==> src/rtl/m68k_irq_ctrl.sv <==
// 68000-style interrupt controller: edge-latched sources, priority
// encoded onto IPL, cleared by software or by CPU acknowledge cycles.
module m68k_irq_ctrl #(
  parameter int NUM_SRC = 4,
  parameter logic [3*NUM_SRC-1:0] SRC_LEVEL = 12'b000_000_101_110,
  parameter logic [NUM_SRC-1:0] SRC_RISE = '1
) (
  input  logic               clk,
  input  logic               reset,
  input  logic [NUM_SRC-1:0] src,
  input  logic [NUM_SRC-1:0] mask,
  input  logic [NUM_SRC-1:0] clr,
  input  logic               iack,
  input  logic [2:0]         ack_level,
  output logic [2:0]         ipl_n,
  output logic [NUM_SRC-1:0] pending,
  output logic [NUM_SRC-1:0] ack_src
);

  logic [NUM_SRC-1:0] src_prev;
  logic               iack_prev;
  logic [NUM_SRC-1:0] edge_hit;
  logic [NUM_SRC-1:0] en;
  logic [NUM_SRC-1:0] ack_sel;
  logic [NUM_SRC-1:0] pend_nxt;
  logic               ack_rise;
  logic               found;
  logic [2:0]         lvl;

  always_comb begin
    en       = '0;
    ack_sel  = '0;
    found    = 1'b0;
    lvl      = 3'd0;
    ack_rise = iack & ~iack_prev;
    edge_hit = (src & ~src_prev & SRC_RISE)
             | (~src & src_prev & ~SRC_RISE);
    for (int i = 0; i < NUM_SRC; i++) begin
      en[i] = |SRC_LEVEL[3*i +: 3];
      // only the lowest-index match at the acked level is serviced
      if (!found && ack_rise && pending[i] && !mask[i]
          && SRC_LEVEL[3*i +: 3] == ack_level) begin
        ack_sel[i] = 1'b1;
        found      = 1'b1;
      end
      if (pending[i] && !mask[i] && SRC_LEVEL[3*i +: 3] > lvl)
        lvl = SRC_LEVEL[3*i +: 3];
    end
    // a fresh edge wins over any clear in the same cycle
    pend_nxt = (pending & ~clr & ~ack_sel) | (edge_hit & en);
  end

  always_ff @(posedge clk or posedge reset) begin
    if (reset) begin
      src_prev  <= ~SRC_RISE;
      iack_prev <= 1'b0;
      pending   <= '0;
      ack_src   <= '0;
      ipl_n     <= 3'b111;
    end else begin
      src_prev  <= src;
      iack_prev <= iack;
      pending   <= pend_nxt;
      ack_src   <= ack_sel;
      ipl_n     <= ~lvl;
    end
  end

endmodule
==> config.mk <==
export PLATFORM = sky130hd
export DESIGN_NAME = m68k_irq_ctrl
export DESIGN_NICKNAME = d
export VERILOG_FILES = /design/src/rtl/m68k_irq_ctrl.sv
export SDC_FILE = /design/constraint.sdc
export NUM_CORES = 1
export LEC_CHECK = 0
export BUFFER_PORTS_ARGS = -buffer_cell sky130_fd_sc_hd__buf_4
export CORE_AREA = 2 2 39 41
export DETAILED_ROUTE_END_ITERATION = 8
export DIE_AREA = 0 0 41 43
export GPL_ROUTABILITY_DRIVEN = 0
export PLACE_DENSITY = 0.71
export REMOVE_ABC_BUFFERS = 1
export SLEW_MARGIN = 20
export SYNTH_ARGS = -nofsm -noshare
export SYNTH_HDL_FRONTEND = slang
export SYNTH_SLANG_ARGS = --single-unit
==> constraint.sdc <==
create_clock -name clk -period 1.36 [get_ports clk]
set_input_delay 0.068 -clock clk [delete_from_list [all_inputs] [get_ports clk]]
set_output_delay 0.068 -clock clk [all_outputs]
set_load 0.01 [all_outputs]
==> out/summary.json <==
{
  "result_of_the_run": "complete, no violations",
  "first_global_vias": 423,
  "floorplan.initialDensity_pct": 38.34,
  "antenna-diode-count": 0,
  "relSlewSlack_pct": 65.24,
  "final.period_utilization_pct": 82.57,
  "critical_path.slowest_cell": "sky130_fd_sc_hd__dfrtp_1",
  "grt_max_degree": 15,
  "m1WireLength_um": 418,
  "final_cell_area_um2": 874.6,
  "crit_required_ns": 1.57,
  "io-pin-count": 29,
  "cpLargestDelayFamily": "simple AND/OR/NAND/NOR gates",
  "row_count": 14,
  "final-max-slew-violation-count": 0,
  "worst_r2r_path_depth": 3,
  "initial_antenna_violation_count": 0,
  "syn_to_final_growth_pct": 64.86,
  "achievable-frequency_ghz": 0.8905,
  "syn_inst": 38,
  "detailedRoute.firstPassIterationCount": 2,
  "cts_inserted_buffers": 3,
  "wl_mm": 1.094,
  "type_of_the_worst_min_delay_path": "primary input to flop",
  "slowest_delay_ns": 0.37,
  "worst_setup_path_end_kind": "flop",
  "rsz0062_at_grt": "false",
  "dpl-instance-area_um2": 745.7,
  "worstSkewPairLatency_ns": 0.27,
  "die_width_um": 41,
  "startpoint_type_of_the_worst_setup_path": "flop",
  "cts.repair_timing.setup_buffer_count": 0,
  "finalSetupTns_ns": 0,
  "timing.critical_path.to": "ack_src[3]$_DFF_PP0_",
  "met2_wirelength_um": 582,
  "htreeDepth": 1,
  "clkTransAtPathRegs_ns": 0.08,
  "numPlacedInstances": 80,
  "layoutNonFillerInstCount": 93,
  "finalSetupViolCount": 0,
  "final_layout_size_suffix_gt1_share_pct": 48.05,
  "power_leakage_nw": 0.4397,
  "grt.overflow.total": 0,
  "cts_tree": "done",
  "detailroute.via_count": 420,
  "drcViolationCount": 0,
  "die_h_um": 43,
  "amount_of_wire_on_met3_after_detailed_routing_um": 82,
  "place.detailed.hpwl_um": 845,
  "via_per_inst": 4.516,
  "r2r-end": "ack_src[3]$_DFF_PP0_",
  "post_synth_num_cell_types": 17,
  "max_slew.worst_pin.slew_ns": 0.5209,
  "first_pass_grt_wire_length_mm": 1.725,
  "final.setup.worst_slack_ns": 0.2370,
  "cp_max_fanout": 3,
  "power.density_nw_per_um2": 972.9,
  "synth-seq-cells": 14,
  "cts.sink_count": 14,
  "maxUsedRoutingLayer": "met4",
  "place.port_buffers": 26,
  "regToRegSetupSlack_ns": 0.24,
  "syn_area_per_cell_um2": 13.96,
  "antenna_violating_nets_left": 0,
  "design.final.nets": 96,
  "critical_path_buf_inv_count": 0,
  "dp_worst_setup_slack_ns": 0.2343,
  "grt_usage_pct": 15.22,
  "crit_chain": "nand2b_1 > a2111oi_4 > and2_1",
  "timing.rr.start": "iack_prev$_DFF_PP0_",
  "floorplan.die_area_um2": 1763,
  "finalWorstPathRequiredPeriod_ns": 1.123,
  "routedWlPerCell_um": 11.76,
  "ctsLongestPathBuffers": 2,
  "root_buffer": "sky130_fd_sc_hd__clkbuf_4",
  "path_length_in_cells_of_the_critical_path": 3,
  "cap_viol_max_count": 0,
  "post_synth_instance_area_um2": 530.5,
  "crit_path_start": "iack_prev$_DFF_PP0_",
  "finClkSkew_ns": 0.0004330,
  "floorplan.core_area_um2": 1384,
  "synth-seq-area-share_pct": 66.75,
  "yosys_warnings": 0,
  "peakVddDrop_mv": 0.6515,
  "drt_iter0_drc": 8,
  "hold_viol": 0,
  "path_class": "flop to flop",
  "timing.critical_path.arrival_ns": 1.33
}
==> final cells by class <==
cell class                      count  area, um2
Inverter                            8      30.03
Fill cell                         110      509.2
Clock buffer                        4      36.28
Multi-Input combinational cell     16      146.4
Tap cell                           16      20.02
Timing Repair Buffer               35      287.8
Sequential cell                    14      354.1
==> kinds of logic (layout without fill, tap and decap cells) <==
group / Yosys count / count (layout) / share of synthesized area (%)
compound gates: 5 / 5 / 12.03
flops: 14 / 14 / 66.75
buf+inv: 8 / 47 / 5.661
simple gates: 11 / 11 / 15.57
==> worst min path at each step <==
stage             from                    to  slack [ns]  depth (start not counted)
2_1_floorplan    reset  ack_src[0]$_DFF_PP0_       -0.04                          1
3_3_place_gp     reset  ack_src[0]$_DFF_PP0_        0.13                          2
3_5_place_dp     reset  ack_src[0]$_DFF_PP0_        0.13                          2
4_1_cts        mask[1]    ipl_n[0]$_DFF_PP1_        0.02                          3
5_1_grt        mask[1]    ipl_n[2]$_DFF_PP1_        0.01                          2
6_report       mask[1]    ipl_n[2]$_DFF_PP1_        0.03                          2
==> flip-flops by register name (all words and copies together), names as in the netlist <==
register   flops
ack_src        4
iack_prev      1
ipl_n          3
pending        4
src_prev       2
==> placed cells by master (no fill, tap or decap) <==
cell	n
sky130_fd_sc_hd__a2111oi_4	1
sky130_fd_sc_hd__and2_1	1
sky130_fd_sc_hd__and4bb_2	1
sky130_fd_sc_hd__buf_4	26
sky130_fd_sc_hd__clkbuf_4	3
sky130_fd_sc_hd__clkbuf_8	1
sky130_fd_sc_hd__dfrtp_1	11
sky130_fd_sc_hd__dfstp_2	3
sky130_fd_sc_hd__dlygate4sd3_1	8
sky130_fd_sc_hd__dlymetal6s4s_1	1
sky130_fd_sc_hd__inv_1	8
sky130_fd_sc_hd__nand2_1	1
sky130_fd_sc_hd__nand2b_1	2
sky130_fd_sc_hd__nand3b_1	1
sky130_fd_sc_hd__nor2b_1	1
sky130_fd_sc_hd__nor3b_1	1
sky130_fd_sc_hd__nor4_1	1
sky130_fd_sc_hd__nor4b_1	1
sky130_fd_sc_hd__o21a_1	1
sky130_fd_sc_hd__o311a_2	1
sky130_fd_sc_hd__o32ai_1	2
sky130_fd_sc_hd__or3_4	1
==> per-layer routing <==
metal	vias to the layer above	global-route usage, %
met2	15	24.69
met1	193	16.67
met3	2	3.141
met4	0	10.00
met5	-	0
li1	210	-
==> power by group <==
part | internal, mW | switching [mW] | leakage, nW
logic | 0.0738 | 0.0488 | 0.244
clock network | 0.162 | 0.120 | 0.0210
registers | 0.438 | 0.00770 | 0.175
total | 0.675 | 0.176 | 0.440
==> synth_stat cells <==
cell / instances / area (um2)
sky130_fd_sc_hd__a2111oi_4: 1 / 27.53
sky130_fd_sc_hd__and2_1: 1 / 6.260
sky130_fd_sc_hd__and4bb_2: 1 / 12.51
sky130_fd_sc_hd__dfrtp_1: 11 / 275.3
sky130_fd_sc_hd__dfstp_2: 3 / 78.83
sky130_fd_sc_hd__inv_1: 8 / 30.03
sky130_fd_sc_hd__nand2_1: 1 / 3.750
sky130_fd_sc_hd__nand2b_1: 2 / 12.51
sky130_fd_sc_hd__nand3b_1: 1 / 7.510
sky130_fd_sc_hd__nor2b_1: 1 / 6.260
sky130_fd_sc_hd__nor3b_1: 1 / 7.510
sky130_fd_sc_hd__nor4_1: 1 / 6.260
sky130_fd_sc_hd__nor4b_1: 1 / 8.760
sky130_fd_sc_hd__o21a_1: 1 / 7.510
sky130_fd_sc_hd__o311a_2: 1 / 11.26
sky130_fd_sc_hd__o32ai_1: 2 / 17.52
sky130_fd_sc_hd__or3_4: 1 / 11.26
==> repair_timing <==
| item | in CTS | in global routing |
|---|---|---|
| hold endpoints to repair | 19 | 0 |
| hold buffers | 9 | 0 |
| endpoints found under the setup margin | 0 | 1 |
| resized for setup | 0 | 1 |
==> per-stage QoR <==
stage	hold slack, ns	util [%]	total power, mW
floorplan	-0.04493	-	0.4915
global placement	0.1341	53.89	0.5536
detailed placement	0.1345	53.89	0.5573
CTS	0.01918	63.02	0.8649
global route	0.01223	63.20	0.8941
finish	0.02501	63.20	0.8509
Power figures use the tool's default switching activity.
